## src/rtl/approx_mul_pkg.sv

```systemverilog
// Shared constants, row type and weight helper for the approximate 8x8 multiplier.
// The HA-array stage and the row reducer both use ha_row_t.
package approx_mul_pkg;

  localparam int N_ARR  = 4;
  localparam int T_W    = 9;
  localparam int B_W    = 7;
  localparam int P_W    = 16;
  localparam int SUM_W  = 18;
  localparam int PSUM_W = 17;
  // A bottom row sits two weight positions above its top row.
  localparam int B_OFS  = 2;

  typedef struct packed {
    logic [T_W-1:0] t;
    logic [B_W-1:0] b;
  } ha_row_t;

  function automatic int arr_weight(input int j);
    return 2 * j;
  endfunction

endpackage

```

## src/rtl/approx_mul8_pair_adder.sv

```systemverilog
// Aligns and sums two neighbouring HA arrays relative to the lower one's weight.
// The caller reapplies the lower array's absolute weight.
module approx_mul8_pair_adder
  import approx_mul_pkg::*;
(
  input  ha_row_t           lo,
  input  ha_row_t           hi,
  output logic [PSUM_W-1:0] sum
);

  localparam int HI_SHIFT = arr_weight(1) - arr_weight(0);

  assign sum = PSUM_W'(lo.t)
             + (PSUM_W'(lo.b) << B_OFS)
             + (PSUM_W'(hi.t) << HI_SHIFT)
             + (PSUM_W'(hi.b) << (HI_SHIFT + B_OFS));

endmodule

```

## src/rtl/approx_mul8_row_reducer.sv

```systemverilog
// Two-stage valid/ready reduction of the eight weighted HA rows into the
// 16-bit product plus an overflow flag.
module approx_mul8_row_reducer #(
  parameter int N_ARR = 4,
  parameter int T_W   = 9,
  parameter int B_W   = 7,
  parameter int P_W   = 16
) (
  input  logic           clk,
  input  logic           rst,
  input  logic           in_valid,
  output logic           in_ready,
  input  logic [T_W-1:0] ha_array_0_t,
  input  logic [T_W-1:0] ha_array_1_t,
  input  logic [T_W-1:0] ha_array_2_t,
  input  logic [T_W-1:0] ha_array_3_t,
  input  logic [B_W-1:0] ha_array_0_b,
  input  logic [B_W-1:0] ha_array_1_b,
  input  logic [B_W-1:0] ha_array_2_b,
  input  logic [B_W-1:0] ha_array_3_b,
  output logic           out_valid,
  input  logic           out_ready,
  output logic [P_W-1:0] product,
  output logic           ovf
);

  import approx_mul_pkg::*;

  // pb is held without its base weight; it is shifted back in S2.
  localparam int PB_SHIFT = arr_weight(N_ARR / 2);

  ha_row_t arr0, arr1, arr2, arr3;
  logic [PSUM_W-1:0] pa_next, pb_next;
  logic [PSUM_W-1:0] pa, pb;
  logic [SUM_W-1:0]  sum_next;
  logic              s1_valid;
  logic              s1_adv, s2_adv;

  assign arr0 = '{t: ha_array_0_t, b: ha_array_0_b};
  assign arr1 = '{t: ha_array_1_t, b: ha_array_1_b};
  assign arr2 = '{t: ha_array_2_t, b: ha_array_2_b};
  assign arr3 = '{t: ha_array_3_t, b: ha_array_3_b};

  approx_mul8_pair_adder u_pair_a (.lo(arr0), .hi(arr1), .sum(pa_next));
  approx_mul8_pair_adder u_pair_b (.lo(arr2), .hi(arr3), .sum(pb_next));

  // Handshake: a beat moves on an edge where valid && ready. A stage advances
  // when it is empty or its successor advances; in_ready never looks at
  // in_valid, and held output data is frozen while out_valid && !out_ready.
  assign s2_adv   = !out_valid || out_ready;
  assign s1_adv   = !s1_valid || s2_adv;
  assign in_ready = s1_adv;

  assign sum_next = SUM_W'(pa) + (SUM_W'(pb) << PB_SHIFT);

  always_ff @(posedge clk or posedge rst) begin
    if (rst) begin
      s1_valid  <= 1'b0;
      pa        <= '0;
      pb        <= '0;
      out_valid <= 1'b0;
      product   <= '0;
      ovf       <= 1'b0;
    end else begin
      if (s2_adv) begin
        out_valid <= s1_valid;
        product   <= sum_next[P_W-1:0];
        ovf       <= |sum_next[SUM_W-1:P_W];
      end
      if (s1_adv) begin
        s1_valid <= in_valid;
        pa       <= pa_next;
        pb       <= pb_next;
      end
    end
  end

endmodule

```

## config.mk

```make
export PLATFORM = sky130hd
export DESIGN_NAME = approx_mul8_row_reducer
export DESIGN_NICKNAME = d
export VERILOG_FILES = /design/src/rtl/approx_mul_pkg.sv /design/src/rtl/approx_mul8_pair_adder.sv /design/src/rtl/approx_mul8_row_reducer.sv
export SDC_FILE = /design/constraint.sdc
export NUM_CORES = 1
export LEC_CHECK = 0
export ABC_CLOCK_PERIOD_IN_PS = 3400
export CAP_MARGIN = 20
export CORE_MARGIN = 1
export CORE_UTILIZATION = 50
export CTS_CLUSTER_SIZE = 40
export DETAILED_ROUTE_END_ITERATION = 6
export PLACE_DENSITY_LB_ADDON = 0.25
export SETUP_SLACK_MARGIN = 0.05
export SLEW_MARGIN = 20
export SYNTH_ARGS = -nofsm -noshare
export SYNTH_HDL_FRONTEND = slang
export SYNTH_HIERARCHICAL = 1
export SYNTH_SLANG_ARGS = --single-unit
export TNS_END_PERCENT = 5
```

## constraint.sdc

```tcl
create_clock -name clk -period 3.4 [get_ports clk]
set_input_delay 0.68 -clock clk [delete_from_list [all_inputs] [get_ports clk]]
set_output_delay 0.68 -clock clk [all_outputs]
set_load 0.1 [all_outputs]
```

After elaboration in Yosys (flattened, before gate mapping):

Index checks and enable logic that the tools add are counted.

* mux-type cells: 0
* reduce and logical (&&, ||, !) cells: 5
* divide/modulo/power cells: 0
* equality and inequality tests: 0
* multiply operators: 0
* shift-type cells: 0
* order comparisons: 0
* add/sub/neg operators: 7
* bitwise operators: 0

Operators by type and width (number)
* $add 17x11->17: 2
* $add 9x9->10: 2
* $add 17x18->18: 1
* $add 12x11->13: 1
* $add 10x11->12: 1
* $logic_not 1->1: 2
* $logic_or 1x1->1: 2
* $reduce_or 2->1: 1

* flip-flop bits (word level): 50
* bits in writable memories: 0
* word-level logic and storage cells: 18
* memories: 0
* bits in read-only memories: 0
* latch bits: 0
* input port bits: 68

Logic depth before layout (Yosys ltp):

Gate-level depths: netlist of the first run.

* depth after elaboration: 3
* gate-level depth with buffers: 13

Modules after synthesis:

Netlist of the first run, hierarchy kept.

By module, submodules not included
* approx_mul8_row_reducer: cells an instance 207, area an instance 2373.5 um^2, instances 1
* approx_mul8_pair_adder: cells an instance 100, area an instance 813.3 um^2, instances 2

Least setup slack after synthesis of the first run:

No wires, ideal clock.

* path type: input to register
* from: in ha_array_0_b[2]
* to: reg pa[10]
* path slack: 0.071 ns
* stages: 13
* arrival: 3.204 ns
* path buffers: 0
* cell sequence: inv_1 -> fa_1 -> inv_1 -> fa_1 -> ha_1 -> inv_1 -> fa_1 -> nor2b_1 -> o21ai_0 -> a21oi_1 -> nor3b_2 -> xnor2_1 -> mux2_2

* word-level cells in the longest chain between the ends: 3

Ends and longest elaborated chain
* start: declaration: line approx_mul8_row_reducer.sv:17 `input logic [B_W-1:0] ha_array_0_b,`
* $add 9x9->10: line approx_mul8_pair_adder.sv:14 `+ (PSUM_W'(lo.b) << B_OFS)`
* $add 17x11->17: line approx_mul8_pair_adder.sv:15 `+ (PSUM_W'(hi.t) << HI_SHIFT)`
* $add 17x11->17: line approx_mul8_pair_adder.sv:16 `+ (PSUM_W'(hi.b) << (HI_SHIFT + B_OFS));`
* via pa_next[10]: line approx_mul8_row_reducer.sv:33 `logic [PSUM_W-1:0] pa_next, pb_next;`
* end signal: assignment: line approx_mul8_row_reducer.sv:72 `pa <= pa_next;`
* end: declaration: line approx_mul8_row_reducer.sv:34 `logic [PSUM_W-1:0] pa, pb;`

The timed path passes the listed nets, and every way through them passes these cells.
A chain may end at the register's enable or synchronous reset.

Worst setup path in the final report of the first run:

* from: in ha_array_3_t[1]
* to: reg pb[10]

* word-level cells in the longest chain between the ends: 2

Ends and longest elaborated chain
* start: declaration: line approx_mul8_row_reducer.sv:16 `input logic [T_W-1:0] ha_array_3_t,`
* $add 10x11->12: line approx_mul8_pair_adder.sv:15
* $add 12x11->13: line approx_mul8_pair_adder.sv:16
* via pb_next[10]: line approx_mul8_row_reducer.sv:33
* end signal: assignment: line approx_mul8_row_reducer.sv:73 `pb <= pb_next;`
* end: declaration: line approx_mul8_row_reducer.sv:34

The timed path passes the listed nets, and every way through them passes these cells.

==> metrics.md, run 1 <==
| Metric | Value |
|---|---|
| Total number of placement rows | 32 |
| Post-route ant nets | 0 |
| Initial cell density of the core | 0.515 |
| Number of detailed-routing iterations run before antenna repair | 6 |
| Post-layout instance count excluding filler cells | 609 |
| Period minus WS final | 3.31 ns |
| Total global-route track usage | 0.193 |
| Worst slack, placed | -0.610 ns |
| Number of DRC markers after the initial detailed-route iteration | 55 |
| Clock root buffer master | clkbuf_8 |
| Filler instances | 610 |
| Power Density | 755 nW/um^2 |
| Outcome | finished, final reports clean |
| Placer Congestion | 0.786 |
| Number of antenna repair diodes | 0 |
| Via total after detailed routing | 2978 |
| Clock slew at the register clock pins of the worst setup and hold paths | 0.09 ns |
| Number of H-tree branching levels | 2 |
| Peak supply drop | 0.310 mV |
| Clock tree from TritonCTS | done |
| Vertical die dimension | 91.2 um |
| # hold bufs at CTS | 0 |
| Total Nets Final | 642 |
| Clock insertion delay at the later pin of the skew report | 0.30 ns |
| Port bufs | 86 |
| Highest layer used for signal routing | met4 |
| Worst EP required | 3.58 ns |
| HPWL after detailed placement | 5.75 mm |
| Fmax | 302 MHz |
| Buffer levels on the longest clock path | 2 |
| Final setup violation count | 0 |
| Met3 routed wirelength | 286 um |
| Max Cap Viol | 0 |
| Area of the mapped netlist | 3980 um^2 |
| First-pass GRT wire length | 13.2 mm |
| Final slew viol count | 0 |
| Number of sinks handled by clock tree synthesis | 50 |
| Worst-path maximum fanout | 2 |
| Launching element type of the critical path | input pin |
| Clock skew | 0.00436 ns |
| Yosys warns | 6 |
| Number of vias per cell after detailed routing | 4.89 |
| Cts bufs inserted | 5 |
| Total power | 4020 uW |
| Worst slew margin relative to its limit | 0.356 |
| Initial antenna violation count | 0 |
| Crit share post-route | 0.974 |
| Critical path type | in2reg |
| DR WL met2 | 3.75 mm |
| Worst path setup slack after routing | 0.0889 ns |
| Overflow after GRT | 0 |
| Average wire per cell in the routed design | 12.0 um |
| Leakage Power | 0.00264 uW |
| Instance count of the mapped netlist | 404 |
| # IOs | 87 |
| Core outline area | 7730 um^2 |
| Endpoint class of the critical path | flip-flop |
| Number of global-route vias before repair | 3125 |
| Final total negative setup slack | 0 ns |
| Area delta synth->final | 34.1% |
| Post-Route M1 WL | 3.18 mm |
| Final number of hold-violating endpoints | 0 |
| Area of the multi-input gates | 2510 um^2 |
| Register cell area after layout | 1250 um^2 |
| Die width | 91.2 um |
| Pin slew with the least headroom to its limit | 0.962 ns |
| RSZ-0062 raised after global routing | true |
| Arrival time worst endpoint | 3.49 ns |
| Post-Place Cells | 597 |
| Register-to-register setup slack | 1.11 ns |
| Number of DRC violations after detailed routing | 0 |
| Die Outline Area | 8320 um^2 |
| Share of post-route cells with drive strength above 1 | 0.231 |
| Pin count of the biggest net entering global routing | 51 |
| Avg Cell Area, Syn | 9.85 um^2 |
| Final wirelength | 7.28 mm |
| Worst hold path class | reg2reg |
[critical path: stages]
cell and delay [ns]:
clkdlybuf4s50_1 0.43, fa_2 0.41, fa_1 0.53, ha_2 0.19, inv_2 0.04, fa_2 0.34, nor2b_2 0.13, o21ai_2 0.08
a21oi_2 0.19, nor3b_2 0.07, xnor2_1 0.13, mux2_4 0.27
[cells in the final DEF, fill, tap and decap left out, types with 3 or more instances in the layout]
cell	n
clkinv_2	3
ha_4	7
o21a_1	5
xor2_1	9
o21ai_0	9
nor2_1	20
nand2_1	38
xnor2_1	13
inv_1	70
nor2b_2	3
dlygate4sd2_1	5
a21oi_1	16
a21oi_2	5
dfrtp_1	50
fa_1	25
inv_2	13
o21ai_1	5
fa_2	4
clkdlybuf4s50_1	58
clkbuf_8	5
mux2_2	27
conb_1	5
buf_4	32
ha_1	30
nand2b_1	4
dlymetal6s2s_1	10
[repair_timing]
action | CTS | global route
gates resized for setup | 30 | 33
pin swaps | 28 | 36
buffers inserted | 3 | 1
endpoints found under the setup margin | 9 | 9
[metal layers]
layer / global-route usage / up-vias
met5: 0 / -
met2: 0.350 / 75
li1: - / 1479
met3: 0.0377 / 7
met1: 0.239 / 1417
met4: 0.0370 / 0
[worst paths after layout]
path,startpoint,end,cells past startpoint
hold reg to reg,s1_valid$_DFFE_PP0P_,out_valid$_DFFE_PP0P_,1
setup / recovery,ha_array_3_t[1],pb[10]$_DFFE_PP0P_,12
max in group asynchronous,rst,pb[8]$_DFFE_PP0P_,2
hold / removal,s1_valid$_DFFE_PP0P_,out_valid$_DFFE_PP0P_,1
setup reg to reg,pa[10]$_DFFE_PP0P_,ovf$_DFFE_PP0P_,7
min in group asynchronous,rst,pa[1]$_DFFE_PP0P_,2
[where the power goes]
| part | switching (uW) | total, uW | leakage [uW] | internal [uW] |
|---|---|---|---|---|
| Clock | 191 | 408 | 0.0000579 | 217 |
| Combinational | 1590 | 2670 | 0.00200 | 1080 |
| Sequential | 128 | 941 | 0.000585 | 814 |
| Total | 1910 | 4020 | 0.00264 | 2110 |
[stage by stage]
stage	area, um^2	hold slack, ns	util
after detailed placement	5000	0.451	0.647
after global routing	5330	0.496	0.690
after floorplan	3990	0.435	-
after global placement	5000	0.439	0.647
after CTS	5190	0.472	0.672
final	5330	0.469	0.690
[registers in the layout, summed over array words and instances, names as in the netlist]
signal	count
product	16
out_valid	1
pb	14
ovf	1
pa	17
s1_valid	1
[area by class of cell]
| class | count | area share |
|---|---|---|
| Multi-Input combinational cell | 258 | 0.470 |
| Sequential cell | 50 | 0.235 |
| Timing Repair Buffer | 107 | 0.191 |
| Inverter | 84 | 0.0594 |
| Tap cell | 102 | 0.0239 |
| Clock buffer | 5 | 0.0129 |
| Clock inverter | 3 | 0.00751 |
(Power assumes the default switching activity.)
==> inputs of run 2 (changes only) <==
Settings changed: CORE_ASPECT_RATIO from default to 1.75, GPL_TIMING_DRIVEN from default to 1.
==> run 2 against run 1 <==
Cell area hardly changed; sequential power hardly changed; first-iteration DRC count is 78% higher; maximum frequency is 1.5% lower; total power is 1.6% higher; worst hold slack worse by 0.0065 ns; flip-flop and latch count stayed put; worst setup slack worse by 0.050 ns; largest power group unchanged; register-to-register slack hardly changed; utilization is 1.0 points higher.
==> metrics.md, run 2 (same netlist as run 1, synthesis figures left out) <==
| Metric | Value |
|---|---|
| Port bufs | 86 (unchanged) |
| Initial antenna violation count | 0 (unchanged) |
| Cts bufs inserted | 5 (unchanged) |
| Clock skew | 0.00331 ns (was 0.00436 ns) |
| Worst slack, placed | -0.601 ns (was -0.610 ns) |
| Total global-route track usage | 0.189 (was 0.193) |
| Overflow after GRT | 0 (unchanged) |
| Worst hold path class | reg2reg (unchanged) |
| Pin count of the biggest net entering global routing | 51 (unchanged) |
| Worst EP required | 3.56 ns (was 3.58 ns) |
| Placer Congestion | 0.774 (was 0.786) |
| Worst path setup slack after routing | 0.0389 ns (was 0.0889 ns) |
| # IOs | 87 (unchanged) |
| Flip-flop count of the largest register after layout | 17 (unchanged) |
| Number of global-route vias before repair | 3287 (was 3125) |
| Most common cell after layout, fill and taps aside | inv_1 (unchanged) |
| DR WL met2 | 4.31 mm (was 3.75 mm) |
| Number of sinks handled by clock tree synthesis | 50 (unchanged) |
| Period minus WS final | 3.36 ns (was 3.31 ns) |
| Highest layer used for signal routing | met4 (unchanged) |
| Peak supply drop | 0.390 mV (was 0.310 mV) |
| Power Density | 766 nW/um^2 (was 755 nW/um^2) |
| Pin slew with the least headroom to its limit | 0.963 ns (was 0.962 ns) |
| Total Nets Final | 644 (was 642) |
| Die width | 69.4 um (was 91.2 um) |
| Met3 routed wirelength | 191 um (was 286 um) |
| Clock root buffer master | clkbuf_16 (was clkbuf_8) |
| Post-Place Cells | 583 (was 597) |
| Share of post-route cells with drive strength above 1 | 0.217 (was 0.231) |
| Number of vias per cell after detailed routing | 5.06 (was 4.89) |
| Post-Route Hold Slack | 0.462 ns (was 0.469 ns) |
| Clock insertion delay at the later pin of the skew report | 0.28 ns (was 0.30 ns) |
| Core outline area | 7620 um^2 (was 7730 um^2) |
| Number of DRC markers after the initial detailed-route iteration | 98 (was 55) |
| Crit share post-route | 0.989 (was 0.974) |
| Total power | 4090 uW (was 4020 uW) |
| Filler instances | 581 (was 610) |
| Average wire per cell in the routed design | 12.3 um (was 12.0 um) |
| Total number of placement rows | 42 (was 32) |
| Leakage Power | 0.00265 uW (was 0.00264 uW) |
| Area delta synth->final | 34.2% (was 34.1%) |
| Arrival time worst endpoint | 3.52 ns (was 3.49 ns) |
| Number of antenna repair diodes | 0 (unchanged) |
| Clock tree from TritonCTS | done (unchanged) |
| Final wirelength | 7.33 mm (was 7.28 mm) |
| Number of detailed-routing iterations run before antenna repair | 4 (was 6) |
| Clock slew at the register clock pins of the worst setup and hold paths | 0.06 ns (was 0.09 ns) |
| Post-route ant nets | 0 (unchanged) |
| Reg with most FFs | pa (unchanged) |
| Vertical die dimension | 120 um (was 91.2 um) |
| Post-Route M1 WL | 2.68 mm (was 3.18 mm) |
| Final slew viol count | 0 (unchanged) |
| Top library cells by usage in the layout, fill and taps aside | inv_1 (73), clkdlybuf4s50_1 (59), dfrtp_1 (50), nand2_1 (38), buf_4 (32) (was inv_1 (70), clkdlybuf4s50_1 (58), dfrtp_1 (50), nand2_1 (38), buf_4 (32)) |
| Endpoint class of the critical path | flip-flop (unchanged) |
| Final number of hold-violating endpoints | 0 (unchanged) |
| Worst-path maximum fanout | 2 (unchanged) |
| Critical path type | in2reg (unchanged) |
| Number of H-tree branching levels | 2 (unchanged) |
| Initial cell density of the core | 0.522 (was 0.515) |
| Final setup violation count | 0 (unchanged) |
| Buffer levels on the longest clock path | 2 (unchanged) |
| Max Cap Viol | 0 (unchanged) |
| Worst slew margin relative to its limit | 0.356 (about the same) |
| Launching element type of the critical path | input pin (unchanged) |
| RSZ-0062 raised after global routing | true (unchanged) |
| Post-layout instance count excluding filler cells | 595 (was 609) |
| Die Outline Area | 8330 um^2 (was 8320 um^2) |
| HPWL after detailed placement | 5.92 mm (was 5.75 mm) |
| Fmax | 298 MHz (was 302 MHz) |
| Number of DRC violations after detailed routing | 0 (unchanged) |
| Top Registers | pa x17, product x16, pb x14 (unchanged) |
| First-pass GRT wire length | 13.1 mm (was 13.2 mm) |
| Outcome | finished, final reports clean (unchanged) |
| Via total after detailed routing | 3008 (was 2978) |
==> run 2: changes by cell type in the layout (fill, tap and decap cells not counted), sizes merged <==
cell,delta
dlygate4sd2,+5
dlymetal6s2s,-3
clkbuf,+1
clkdlybuf4s15,-1
bufinv,-1
clkinv,-2
clkdlybuf4s50,+1
==> run 2: through the flow <==
step	instance area (um^2)	TNS, ns	utilization
6_report	5340	0	0.700
3_5_place_dp	4980	-4.54	0.654
5_1_grt	5340	-0.00697	0.700
3_3_place_gp	4980	-3.92	0.654
2_1_floorplan	3990	0	-
4_1_cts	5240	0	0.688
==> run 2: worst max-delay path, cell delays in order <==
cell and delay, ns:
clkdlybuf4s50_1 0.43, fa_2 0.40, fa_1 0.52, ha_2 0.19
inv_2 0.04, fa_2 0.38, nor2b_2 0.13, o21ai_2 0.08
a21oi_2 0.19, nor3b_2 0.07, xnor2_1 0.13, mux2_4 0.26
==> run 2: what timing repair did <==
| action | in CTS | in global routing |
|---|---|---|
| setup endpoints to repair | 10 | 9 |
| hold buffers | 0 | 0 |
| resized for setup | 36 | 24 |
| gates cloned | 0 | 0 |
| buffers inserted | 4 | 2 |
| pin swaps | 48 | 25 |
==> run 2: final cells by class <==
cell class | count | area [um^2] | share of cell area
sequential | 50 | 1250 | 0.234
multi-input combinational | 258 | 2490 | 0.467
timing repair buffer | 109 | 1030 | 0.192
inverter | 84 | 317 | 0.0593
tap | 88 | 110 | 0.0206
clock buffer | 6 | 139 | 0.0260
==> run 2: path summary, 6_finish.rpt <==
| check | from | endpoint | slack [ns] | cells after the start |
|---|---|---|---|---|
| hold reg to reg | product[0]$_DFFE_PP0P_ | product[0]$_DFFE_PP0P_ | 0.46 | 2 |
| setup reg to reg | pa[10]$_DFFE_PP0P_ | ovf$_DFFE_PP0P_ | 1.11 | 7 |
| max in group asynchronous | rst | pa[9]$_DFFE_PP0P_ | 2.05 | 2 |
| min in group asynchronous | rst | product[12]$_DFFE_PP0P_ | 0.87 | 2 |
| setup / recovery | ha_array_2_b[1] | pb[10]$_DFFE_PP0P_ | 0.04 | 12 |
| hold / removal | product[0]$_DFFE_PP0P_ | product[0]$_DFFE_PP0P_ | 0.46 | 2 |
==> run 2: report_power, final <==
part	internal (uW)	switching, uW	total (uW)
registers	816	123	939
clock network	284	185	470
logic	1090	1590	2680
total	2190	1890	4090
==> run 2: routing by layer <==
layer / GRT usage / vias up
li1: - / 1475
met1: 0.188 / 1449
met2: 0.388 / 70
met3: 0.0193 / 14
met4: 0.0689 / 0
met5: 0 / -
==> inputs of run 3 (changes only) <==
Settings changed: ABC_AREA from default to 0, CORE_UTILIZATION 50 to 35.
==> run 3 against run 2 <==
Die area is 42% higher; sequential power hardly changed; flip-flop and latch count stayed put; clock-buffer cell count is 1 higher; non-clock buffer count is 3 lower; sequential share of layout area is 0.50 points lower; combinational power hardly changed; worst setup slack better by 0.064 ns; first-iteration DRC count is 32% lower; critical endpoint is now pa[11]$_DFFE_PP0P_.
==> metrics.md, run 3 (same netlist as run 1, synthesis figures left out) <==
| Metric | Value |
|---|---|
| Worst path setup slack after routing | 0.103 ns (was 0.0389 ns) |
| Total global-route track usage | 0.142 (was 0.189) |
| Crit share post-route | 0.970 (was 0.989) |
| HPWL after detailed placement | 6.04 mm (was 5.92 mm) |
| Final number of hold-violating endpoints | 0 (unchanged) |
| Post-Route Hold Slack | 0.469 ns (was 0.462 ns) |
| Reg-to-reg critical path endpoint | ovf$_DFFE_PP0P_ (unchanged) |
| Final core utilization | 0.491 (was 0.700) |
| Peak supply drop | 0.638 mV (was 0.390 mV) |
| Reg with most FFs | pa (unchanged) |
| Average wire per cell in the routed design | 11.9 um (was 12.3 um) |
| Filler instances | 1071 (was 581) |
| Total number of placement rows | 51 (was 42) |
| Top Registers | pa x17, product x16, pb x14 (unchanged) |
| Endpoint class of the critical path | flip-flop (unchanged) |
| Largest delay share family, worst path | adder cells (unchanged) |
| Post-route ant nets | 0 (unchanged) |
| Final slew viol count | 0 (unchanged) |
| Pin count of the biggest net entering global routing | 51 (unchanged) |
| Final wirelength | 7.59 mm (was 7.33 mm) |
| Worst hold path class | reg2reg (unchanged) |
| Number of H-tree branching levels | 2 (unchanged) |
| Launching element type of the critical path | input pin (unchanged) |
| End point of the critical path | pa[11]$_DFFE_PP0P_ (was pb[10]$_DFFE_PP0P_) |
| Fmax | 303 MHz (was 298 MHz) |
| Fin area | 5450 um^2 (was 5340 um^2) |
| Number of global-route vias before repair | 3148 (was 3287) |
| Number of sinks handled by clock tree synthesis | 50 (unchanged) |
| Share of post-route cells with drive strength above 1 | 0.231 (was 0.217) |
| Worst hold start | product[1]$_DFFE_PP0P_ (was product[0]$_DFFE_PP0P_) |
| Power Density | 770 nW/um^2 (was 766 nW/um^2) |
| Initial antenna violation count | 0 (unchanged) |
| Worst reg2reg path startpoint | pa[10]$_DFFE_PP0P_ (unchanged) |
| Critical path type | in2reg (unchanged) |
| Cells on worst reg2reg path | 7 (unchanged) |
| Number of DRC markers after the initial detailed-route iteration | 67 (was 98) |
| Seq pwr share | 0.224 (was 0.230) |
| Period minus WS final | 3.30 ns (was 3.36 ns) |
| Port bufs | 86 (unchanged) |
| Pin slew with the least headroom to its limit | 0.959 ns (was 0.963 ns) |
| Area delta synth->final | 37.1% (was 34.2%) |
| Standard cell with the maximum stage delay on the critical path | fa_1 (unchanged) |
| Number of vias per cell after detailed routing | 4.66 (was 5.06) |
| Vertical die dimension | 143 um (was 120 um) |
| Total Nets Final | 641 (was 644) |
| Cts bufs inserted | 5 (unchanged) |
| Power Internal | 2270 uW (was 2190 uW) |
| Clock slew at the register clock pins of the worst setup and hold paths | 0.06 ns (about the same) |
| Final setup violation count | 0 (unchanged) |
| Clock tree from TritonCTS | done (unchanged) |
| Worst EP required | 3.57 ns (was 3.56 ns) |
| Cell-by-cell trace of the critical path | clkdlybuf4s50_1 > inv_1 > fa_1 > fa_1 > inv_1 > ha_4 > buf_4 > a311oi_2 > a21oi_1 > xor2_1 > mux2_4 (was clkdlybuf4s50_1 > fa_2 > fa_1 > ha_2 > inv_2 > fa_2 > nor2b_2 > o21ai_2 > a21oi_2 > nor3b_2 > xnor2_1 > mux2_4) |
| Logic depth of the worst setup path including buffers | 11 (was 12) |
| Number of detailed-routing iterations run before antenna repair | 4 (unchanged) |
| Worst slew margin relative to its limit | 0.359 (was 0.356) |
| Top library cells by usage in the layout, fill and taps aside | inv_1 (69), clkdlybuf4s50_1 (59), dfrtp_1 (50), nand2_1 (38) (was inv_1 (73), clkdlybuf4s50_1 (59), dfrtp_1 (50), nand2_1 (38), buf_4 (32)) |
| Arrival time worst endpoint | 3.47 ns (was 3.52 ns) |
| Clock skew | 0.00673 ns (was 0.00331 ns) |
| Die width | 82.6 um (was 69.4 um) |
| Worst-path maximum fanout | 2 (unchanged) |
| # IOs | 87 (unchanged) |
| Max Cap Viol | 0 (unchanged) |
| Leakage Power | 0.00264 uW (was 0.00265 uW) |
| Part of the total power dissipated in combinational logic | 0.644 (was 0.656) |
| Die Outline Area | 11800 um^2 (was 8330 um^2) |
| RSZ-0062 raised after global routing | true (unchanged) |
| Longest individual stage delay on the worst path | 0.51 ns (was 0.52 ns) |
| First-pass GRT wire length | 13.0 mm (was 13.1 mm) |
| Outcome | finished, final reports clean (unchanged) |
| Switching share of power | 0.459 (was 0.463) |
| Register-to-register setup slack | 1.09 ns (was 1.11 ns) |
| Critical Path Start | ha_array_1_b[4] (was ha_array_2_b[1]) |
| Number of antenna repair diodes | 0 (unchanged) |
| Flip-flop count of the largest register after layout | 17 (unchanged) |
| Clock network fraction of total power | 0.132 (was 0.115) |
| Overflow after GRT | 0 (unchanged) |
| Cell area after placement | 5030 um^2 (was 4980 um^2) |
| Total power | 4200 uW (was 4090 uW) |
| Via total after detailed routing | 2974 (was 3008) |
| Core outline area | 11100 um^2 (was 7620 um^2) |
| Worst slack, placed | -0.590 ns (was -0.601 ns) |
| Clock root buffer master | clkbuf_16 (unchanged) |
| Placer Congestion | 0.752 (was 0.774) |
| Number of DRC violations after detailed routing | 0 (unchanged) |
| # hold bufs at CTS | 0 (unchanged) |
| Initial cell density of the core | 0.358 (was 0.522) |
| Most common cell after layout, fill and taps aside | inv_1 (unchanged) |
| Clock insertion delay at the later pin of the skew report | 0.29 ns (was 0.28 ns) |
| Net Switching | 1930 uW (was 1890 uW) |
| Buf/Inv on CP | 4 (was 2) |
| Buffer levels on the longest clock path | 2 (unchanged) |
[run 3: cell types whose count changed in the layout (fill, tap and decap cells not counted), moves of 2 or more]
cell / before / now
inv_1: 73 / 69
inv_2: 10 / 14
buf_4: 32 / 29
ha_4: 6 / 9
clkbuf_1: 0 / 2
ha_1: 31 / 29
[run 3: worst min path at each step]
stage	slack, ns	to	cells past startpoint
after global routing	0.51	product[3]$_DFFE_PP0P_	2
after global placement	0.45	product[0]$_DFFE_PP0P_	2
after detailed placement	0.46	product[3]$_DFFE_PP0P_	2
after floorplan	0.43	out_valid$_DFFE_PP0P_	1
final	0.47	product[1]$_DFFE_PP0P_	2
after CTS	0.47	product[3]$_DFFE_PP0P_	2
[run 3: what timing repair did]
item	CTS	global route
resized for setup	33	38
endpoints found under the setup margin	9	8
pin swaps	37	38
buffers inserted	3	1
[run 3: per-layer routing]
| layer | wire, um | GRT usage | up-vias |
|---|---|---|---|
| li1 | - | - | 1471 |
| met1 | 2790 | 0.139 | 1440 |
| met2 | 4460 | 0.287 | 54 |
| met3 | 210 | 0.0204 | 9 |
| met4 | 131 | 0.0436 | 0 |
| met5 | 0 | 0 | - |
[run 3: area by class of cell]
class	count	area [um^2]	share of cell area
Clock buffer	7	133	0.0243
Multi-Input combinational cell	258	2550	0.469
Tap cell	132	165	0.0303
Clock inverter	1	30.0	0.00551
Sequential cell	50	1250	0.229
Timing Repair Buffer	106	1000	0.184
Inverter	84	317	0.0581
[run 3: power by group through the flow]
stage | combinational (uW) | clock (uW) | sequential [uW]
finish | 2700 | 553 | 942
global placement | 2490 | 0 | 946
floorplan | 1310 | 0 | 1540
global route | 2960 | 596 | 971
CTS | 2600 | 571 | 946
detailed placement | 2520 | 0 | 957
[run 3: per-stage QoR]
stage	TNS (ns)	cells
floorplan	0	407
global placement	-4.04	626
detailed placement	-4.57	626
CTS	0	637
global route	0	638
finish	0	638
[run 3: worst register-to-register path, delay by kind of cell, from the launching register on]
kind / cells / cell delay [ns]
AND/OR/NAND/NOR: 1 / 0.12
AO/OA/AOI/OAI: 4 / 1.08
flip-flops: 1 / 0.40
XOR/XNOR: 1 / 0.17
adder cells (fa/ha/maj): 1 / 0.39
